[config.mk]
export PLATFORM = sky130hd
export DESIGN_NAME = macc_sequencer_flat
export DESIGN_NICKNAME = d
export VERILOG_FILES = /design/src/rtl/macc_seq_pkg.sv /design/src/rtl/macc_sequencer_if.sv /design/src/rtl/macc_sequencer.sv /design/src/flat_wrapper.sv
export SDC_FILE = /design/constraint.sdc
export NUM_CORES = 1
export LEC_CHECK = 0
export ABC_AREA = 0
export CELL_PAD_IN_SITES_DETAIL_PLACEMENT = 1
export CELL_PAD_IN_SITES_GLOBAL_PLACEMENT = 1
export CORE_MARGIN = 5
export CORE_UTILIZATION = 30
export DETAILED_ROUTE_END_ITERATION = 7
export PLACE_DENSITY_LB_ADDON = 0.1
export SLEW_MARGIN = 10
export SYNTH_ARGS = -nofsm -noshare
export SYNTH_HDL_FRONTEND = slang
export SYNTH_SLANG_ARGS = --single-unit
[constraint.sdc]
create_clock -name clk -period 5.1 [get_ports clk]
set_clock_uncertainty 0.05 [all_clocks]
set_input_delay 1.02 -clock clk [delete_from_list [all_inputs] [get_ports clk]]
set_output_delay 1.02 -clock clk [all_outputs]
set_load 0.02 [all_outputs]
[src/rtl/macc_seq_pkg.sv]
// macc_seq_pkg: shared types and default sizing for the multiply-add sequencer.
// Latency: n/a (types and constants only).
// Backpressure: n/a.
package macc_seq_pkg;

   localparam int DEF_DATA_W  = 16;
   localparam int DEF_ACC_W   = 48;
   localparam int DEF_LEN_W   = 8;
   localparam int DEF_MAC_LAT = 3;

   // Width needed to hold a latency countdown value of 0..lat.
   function automatic int lat_cnt_w(input int lat);
      return (lat < 1) ? 1 : $clog2(lat + 1);
   endfunction

   localparam int LAT_CNT_W = lat_cnt_w(DEF_MAC_LAT);

   typedef enum logic [2:0] {
      S_IDLE,
      S_FETCH,
      S_ISSUE,
      S_WAIT,
      S_RESULT
   } state_t;

endpackage

[src/rtl/macc_sequencer_if.sv]
// macc_sequencer_if: job control, operand stream, DSP core and result stream signals.
// Latency: n/a (wiring only).
// Backpressure: op_valid/op_ready on operands, res_valid/res_ready on the result.
// Ports: slave = sequencer side, master = environment (operand source, core, consumer).
interface macc_sequencer_if
   import macc_seq_pkg::*;
#(
   parameter int DATA_W = DEF_DATA_W,
   parameter int ACC_W  = DEF_ACC_W,
   parameter int LEN_W  = DEF_LEN_W
);
   // job control
   logic              start;
   logic [LEN_W-1:0]  len;
   logic              abort;
   logic              busy;
   // operand stream
   logic              op_valid;
   logic              op_ready;
   logic [DATA_W-1:0] op_a;
   logic [DATA_W-1:0] op_b;
   // multiply-add core
   logic [DATA_W-1:0] mac_a;
   logic [DATA_W-1:0] mac_b;
   logic [ACC_W-1:0]  mac_c;
   logic              mac_issue;
   logic              mac_sclr;
   logic [ACC_W-1:0]  mac_p;
   // result stream
   logic              res_valid;
   logic              res_ready;
   logic [ACC_W-1:0]  res_data;
   logic              done;

   modport slave (
      input  start, len, abort, op_valid, op_a, op_b, mac_p, res_ready,
      output busy, op_ready, mac_a, mac_b, mac_c, mac_issue, mac_sclr,
             res_valid, res_data, done
   );

   modport master (
      output start, len, abort, op_valid, op_a, op_b, mac_p, res_ready,
      input  busy, op_ready, mac_a, mac_b, mac_c, mac_issue, mac_sclr,
             res_valid, res_data, done
   );

endinterface

[src/rtl/macc_sequencer.sv]
// macc_sequencer: issues one multiply-add per operand pair, chaining the partial sum via mac_c.
// Latency: MAC_LAT+2 cycles per pair with operands available; result valid 1+N*(MAC_LAT+2) after start.
// Backpressure: stalls in FETCH on op_valid low; holds result until res_ready; abort wins over all.
// Ports: clk, reset (async active-high), bus (slave modport of macc_sequencer_if).
module macc_sequencer
   import macc_seq_pkg::*;
#(
   parameter int DATA_W  = DEF_DATA_W,
   parameter int ACC_W   = DEF_ACC_W,
   parameter int LEN_W   = DEF_LEN_W,
   parameter int MAC_LAT = DEF_MAC_LAT
) (
   input  logic            clk,
   input  logic            reset,
   macc_sequencer_if.slave bus
);

   localparam int LCW = lat_cnt_w(MAC_LAT);

   state_t            state_q, state_d;
   logic [LEN_W-1:0]  len_q, len_d;
   logic [LEN_W-1:0]  cnt_q, cnt_d;
   logic              first_q, first_d;
   logic [LCW-1:0]    lat_q, lat_d;
   logic [ACC_W-1:0]  acc_q, acc_d;
   logic [DATA_W-1:0] mac_a_q, mac_a_d;
   logic [DATA_W-1:0] mac_b_q, mac_b_d;
   logic [ACC_W-1:0]  mac_c_q, mac_c_d;
   logic              sclr_q, sclr_d;

   logic              op_ready_c;
   logic              done_c;
   logic [LEN_W-1:0]  cnt_inc;

   assign cnt_inc = cnt_q + LEN_W'(1);

   always_ff @(posedge clk or posedge reset) begin
      if (reset) begin
         state_q <= S_IDLE;
         len_q   <= '0;
         cnt_q   <= '0;
         first_q <= 1'b0;
         lat_q   <= '0;
         acc_q   <= '0;
         mac_a_q <= '0;
         mac_b_q <= '0;
         mac_c_q <= '0;
         sclr_q  <= 1'b0;
      end else begin
         state_q <= state_d;
         len_q   <= len_d;
         cnt_q   <= cnt_d;
         first_q <= first_d;
         lat_q   <= lat_d;
         acc_q   <= acc_d;
         mac_a_q <= mac_a_d;
         mac_b_q <= mac_b_d;
         mac_c_q <= mac_c_d;
         sclr_q  <= sclr_d;
      end
   end

   always_comb begin
      state_d    = state_q;
      len_d      = len_q;
      cnt_d      = cnt_q;
      first_d    = first_q;
      lat_d      = lat_q;
      acc_d      = acc_q;
      mac_a_d    = mac_a_q;
      mac_b_d    = mac_b_q;
      mac_c_d    = mac_c_q;
      sclr_d     = 1'b0;
      op_ready_c = 1'b0;
      done_c     = 1'b0;

      if (bus.abort) begin
         // Abort drops the job and anything still in the core pipeline.
         state_d = S_IDLE;
         sclr_d  = 1'b1;
         acc_d   = '0;
      end else begin
         unique case (state_q)
            S_IDLE: begin
               if (bus.start) begin
                  len_d   = bus.len;
                  cnt_d   = '0;
                  first_d = 1'b1;
                  // Cleared so an empty job reports 0, not the previous sum.
                  acc_d   = '0;
                  state_d = (bus.len == '0) ? S_RESULT : S_FETCH;
               end
            end
            S_FETCH: begin
               op_ready_c = 1'b1;
               if (bus.op_valid) begin
                  mac_a_d = bus.op_a;
                  mac_b_d = bus.op_b;
                  mac_c_d = first_q ? '0 : acc_q;
                  first_d = 1'b0;
                  state_d = S_ISSUE;
               end
            end
            S_ISSUE: begin
               lat_d   = LCW'(MAC_LAT - 1);
               state_d = S_WAIT;
            end
            S_WAIT: begin
               if (lat_q == '0) begin
                  // mac_p is valid in this last wait cycle only.
                  acc_d   = bus.mac_p;
                  cnt_d   = cnt_inc;
                  state_d = (cnt_inc == len_q) ? S_RESULT : S_FETCH;
               end else begin
                  lat_d = lat_q - LCW'(1);
               end
            end
            S_RESULT: begin
               if (bus.res_ready) begin
                  done_c  = 1'b1;
                  state_d = S_IDLE;
               end
            end
            default: state_d = S_IDLE;
         endcase
      end
   end

   assign bus.busy      = (state_q != S_IDLE);
   assign bus.op_ready  = op_ready_c;
   assign bus.mac_a     = mac_a_q;
   assign bus.mac_b     = mac_b_q;
   assign bus.mac_c     = mac_c_q;
   assign bus.mac_issue = (state_q == S_ISSUE);
   assign bus.mac_sclr  = sclr_q;
   assign bus.res_valid = (state_q == S_RESULT);
   assign bus.res_data  = acc_q;
   assign bus.done      = done_c;

endmodule
[src/flat_wrapper.sv]
// flat-port wrapper written by rule: the top's interface ports become plain ports
module macc_sequencer_flat import macc_seq_pkg::*;
#(
   parameter int DATA_W  = DEF_DATA_W,
   parameter int ACC_W   = DEF_ACC_W,
   parameter int LEN_W   = DEF_LEN_W,
   parameter int MAC_LAT = DEF_MAC_LAT
)
  (clk, reset, bus_start, bus_len, bus_abort, bus_op_valid, bus_op_a, bus_op_b, bus_mac_p, bus_res_ready, bus_busy, bus_op_ready, bus_mac_a, bus_mac_b, bus_mac_c, bus_mac_issue, bus_mac_sclr, bus_res_valid, bus_res_data, bus_done);
  macc_sequencer_if #(.DATA_W(DATA_W), .ACC_W(ACC_W), .LEN_W(LEN_W)) bus_i ();
  input  logic clk;
  input  logic reset;
  input wire logic [$bits(bus_i.start)-1:0] bus_start;
  input wire logic [$bits(bus_i.len)-1:0] bus_len;
  input wire logic [$bits(bus_i.abort)-1:0] bus_abort;
  input wire logic [$bits(bus_i.op_valid)-1:0] bus_op_valid;
  input wire logic [$bits(bus_i.op_a)-1:0] bus_op_a;
  input wire logic [$bits(bus_i.op_b)-1:0] bus_op_b;
  input wire logic [$bits(bus_i.mac_p)-1:0] bus_mac_p;
  input wire logic [$bits(bus_i.res_ready)-1:0] bus_res_ready;
  output wire logic [$bits(bus_i.busy)-1:0] bus_busy;
  output wire logic [$bits(bus_i.op_ready)-1:0] bus_op_ready;
  output wire logic [$bits(bus_i.mac_a)-1:0] bus_mac_a;
  output wire logic [$bits(bus_i.mac_b)-1:0] bus_mac_b;
  output wire logic [$bits(bus_i.mac_c)-1:0] bus_mac_c;
  output wire logic [$bits(bus_i.mac_issue)-1:0] bus_mac_issue;
  output wire logic [$bits(bus_i.mac_sclr)-1:0] bus_mac_sclr;
  output wire logic [$bits(bus_i.res_valid)-1:0] bus_res_valid;
  output wire logic [$bits(bus_i.res_data)-1:0] bus_res_data;
  output wire logic [$bits(bus_i.done)-1:0] bus_done;
  assign bus_i.start = bus_start;
  assign bus_i.len = bus_len;
  assign bus_i.abort = bus_abort;
  assign bus_i.op_valid = bus_op_valid;
  assign bus_i.op_a = bus_op_a;
  assign bus_i.op_b = bus_op_b;
  assign bus_i.mac_p = bus_mac_p;
  assign bus_i.res_ready = bus_res_ready;
  assign bus_busy = bus_i.busy;
  assign bus_op_ready = bus_i.op_ready;
  assign bus_mac_a = bus_i.mac_a;
  assign bus_mac_b = bus_i.mac_b;
  assign bus_mac_c = bus_i.mac_c;
  assign bus_mac_issue = bus_i.mac_issue;
  assign bus_mac_sclr = bus_i.mac_sclr;
  assign bus_res_valid = bus_i.res_valid;
  assign bus_res_data = bus_i.res_data;
  assign bus_done = bus_i.done;
  macc_sequencer #(.DATA_W(DATA_W), .ACC_W(ACC_W), .LEN_W(LEN_W), .MAC_LAT(MAC_LAT)) u_core (.clk(clk), .reset(reset), .bus(bus_i));
endmodule
==> metrics.yaml <==
outcome:
  status: "finished clean"
clocking:
  ctsHoldBuffers: 0
  clock_path_buffers: 2
  cts_resized: 0
  clock-sinks: 151
  cts-root-buf: "clkbuf_16"
  tritoncts: "built"
  cts_inserted_buffers: 17
  htree_levels: 4
  cts.reportedPaths.clkPinSlew_ps: 60
  insertion_delay_ps: 420
  post_cts_buffers: 0
drt:
  vias_per_cell: 4.72
  drt_pass1_iterations: 4
  totalWireLength_mm: 19.5
  drt_iter0_drc: 225
  drc: 0
  wire_per_inst_um: 17.8
  drtAntennaViolNets: 0
  vias: 5166
yosys:
  synth_cells: 598
  netlist_area_um2: 6130
  syn_nets: 694
  ys_seq_area_share_pct: 61.7
  yosysWarnings: 0
  syn_area_per_cell_um2: 10.2
  ys_seq_elements: 151
  ys_types: 44
die:
  fp.dieH_um: 153
  die_x_um: 153
  core_um2: 20200
  initial_core_util_pct: 30.4
  io_pins: 228
  die_area_um2: 23400
  rows: 52
placed_design:
  port_buffers: 227
  place_congestion: 0.772
  hpwl_mm: 13.5
global_routing:
  grt_pass1_vias: 5610
  grt_pass1_wl_mm: 31.5
  grt_remaining_overflow: 0
  antenna_found_initial: 2
  grt_start_max_net_pins: 152
  track_usage_pct: 16.8
sta:
  setup-violations-final: 0
  fin_crit_sh_pct: 74.5
  max_freq_ghz: 0.263
  finalMaxSlewViolations: 0
  worst-slew-pin-transition_ps: 929
  rsz0062_at_grt: "false"
  period_needed_ps: 3800
  slew_headroom_pct: 38.1
  fin_tns_setup_ps: 0
  hold_viol: 0
setup_path:
  r2r_start: "u_core.state_q[2]$_DFFE_PP0P_"
  slowest_delay_ps: 620
  endpoint_kind: "output pin"
  crit_type: "in -> out"
  cp_slowest_cell: "clkdlybuf4s50_1"
  cp.required_ps: 4030
  crit_chain: "clkdlybuf4s50_1, buf_4, nor2_1, nand2_1, nor2_1, clkdlybuf4s50_1"
  cp-startpoint: "bus_abort"
  cp_max_fo: 13
  critPathArrivalTime_ps: 2730
  worstSetupStartpointType: "input port"
hold_path:
  hp-start: "u_core.bus.mac_a[6]$_DFFE_PP0P_"
  hold_path_class: "reg -> reg"
power:
  netSwitchingPower_w: 0.000915
  clockPowerShare_pct: 39.7
  ir_drop_uv: 223
  intPower_w: 0.00238
  leakage_nw: 3.99
  p_seq_share_pct: 41.8
  pwr-share-comb_pct: 18.5
  power.density_cell_area_nw_per_um2: 355
  sw_frac_of_total_pct: 27.8
finish:
  num-fill-cells: 2233
  area.growth.synth_to_final_pct: 51.3
  utilization_pct: 46.0
  final_common_cell: "clkdlybuf4s50_1"
  diodes: 0
  nets: 907
  drive_gt1_share_pct: 6.55
  final_cell_mix: "clkdlybuf4s50_1, nand2_1, dfrtp_1"
job:
  cap_violations: 0
## through the flow
stage / cell area (µm²) / setup slack (ps) / hold slack [ps] / power [W] / std cells
2_1_floorplan: 6130 / 2130 / 401 / 0.00169 / 598
3_3_place_gp: 8620 / 1300 / 407 / 0.00199 / 1060
3_5_place_dp: 8620 / 1300 / 411 / 0.00201 / 1060
4_1_cts: 9230 / 1290 / 435 / 0.00334 / 1092
5_1_grt: 9270 / 1180 / 450 / 0.00345 / 1094
6_report: 9270 / 1300 / 426 / 0.00329 / 1094
## cell type report
class                           count  area (µm²)  share of cell area [%]
Inverter                            8        33.8                   0.364
Tap cell                          270         338                    3.64
Clock inverter                     12         165                    1.78
Sequential cell                   151        3780                    40.8
Clock buffer                       20         447                    4.82
Timing Repair Buffer              233        2350                    25.4
Multi-Input combinational cell    400        2160                    23.3
## worst max-delay path, delay by kind of cell
| family | cells | cell delay [ps] |
|---|---|---|
| buffers and inverters | 3 | 1200 |
| AND/OR/NAND/NOR | 3 | 520 |
## synth_stat cells
cell       number  area (µm²)
xnor2_1         3        26.3
nand4b_1        1        8.76
a21boi_0        1        7.51
o21ai_0        59         295
xor2_1          4        35.0
o21a_1          1        7.51
o22a_1          1        8.76
ha_1            2        25.0
a21oi_1         4        20.0
nor3_1          7        35.0
o32ai_1         1        8.76
nand3_1         6        30.0
dfrtp_1       151        3780
o31ai_1         3        22.5
o311ai_1        1        8.76
a22o_1         48         420
nand2_1       202         758
and3_1          1        6.26
and4b_1         1        10.0
nor2_1         15        56.3
nand4_1         2        12.5
a21oi_2         1        8.76
a31oi_1         3        18.8
o41ai_1         2        17.5
inv_1           8        30.0
or3_1           4        25.0
or4_1           2        15.0
nor4b_2         1        15.0
mux2i_1         3        30.0
buf_6           5        56.3
a21bo_2         1        10.0
clkbuf_1       27         101
and2_1          1        6.26
nor2b_1         1        6.26
o211a_1         1        10.0
o2111ai_1       1        8.76
a211o_1         1        8.76
nor3b_1         2        15.0
mux2_2          8        90.1
buf_2           7        35.0
or3b_1          1        8.76
nor3_2          1        10.0
nand2b_1        2        12.5
nand2_2         1        6.26
## sequential cells by signal, indices dropped and copies added (netlist names)
| register | count |
|---|---|
| u_core.state_q | 3 |
| u_core.bus.mac_sclr | 1 |
| u_core.first_q | 1 |
| u_core.bus.mac_b | 16 |
| u_core.bus.res_data | 48 |
| u_core.len_q | 8 |
| u_core.bus.mac_a | 16 |
| u_core.bus.mac_c | 48 |
| u_core.cnt_q | 8 |
| u_core.lat_q | 2 |
## power groups by stage
stage / sequential (W) / clock, W / combinational (W)
6_report: 0.00138 / 0.00131 / 0.000611
3_3_place_gp: 0.00139 / 0 / 0.000602
2_1_floorplan: 0.00148 / 0 / 0.000204
3_5_place_dp: 0.00140 / 0 / 0.000615
4_1_cts: 0.00138 / 0.00134 / 0.000620
5_1_grt: 0.00139 / 0.00140 / 0.000665
## per-layer routing
layer  track usage (%)  vias up  part of all wire [%]
met5                 0        -                  0.14
met4              5.05        4                   1.3
met3              6.28       23                   6.9
met2              27.8      165                    49
met1              20.5     2524                    43
li1                  -     2450                     -
## logic make-up (layout without fill, tap and decap cells)
logic type / Yosys count / in the layout / synth area share (%)
AO/OA/AOI/OAI: 129 / 129 / 14.4
XOR/XNOR: 7 / 7 / 1.00
adder cells (fa/ha/maj): 2 / 2 / 0.408
buffers and inverters: 47 / 273 / 3.63
flip-flops: 151 / 151 / 61.7
multiplexers: 11 / 11 / 1.96
AND/OR/NAND/NOR: 251 / 251 / 16.9
## path summary, 6_finish.rpt
path	end	slack, ps	cells after the start
worst max-delay path	bus_op_ready	1300	6
worst min-delay path	u_core.bus.mac_a[6]$_DFFE_PP0P_	430	2
worst max register to register	u_core.bus.mac_c[45]$_DFFE_PP0P_	2510	5
worst min register to register	u_core.bus.mac_a[6]$_DFFE_PP0P_	430	2
max in group asynchronous	u_core.cnt_q[0]$_DFFE_PP0P_	3190	3
min in group asynchronous	u_core.bus.res_data[45]$_DFFE_PP0P_	1100	3
Note: power is estimated with default switching activity, not from simulation.
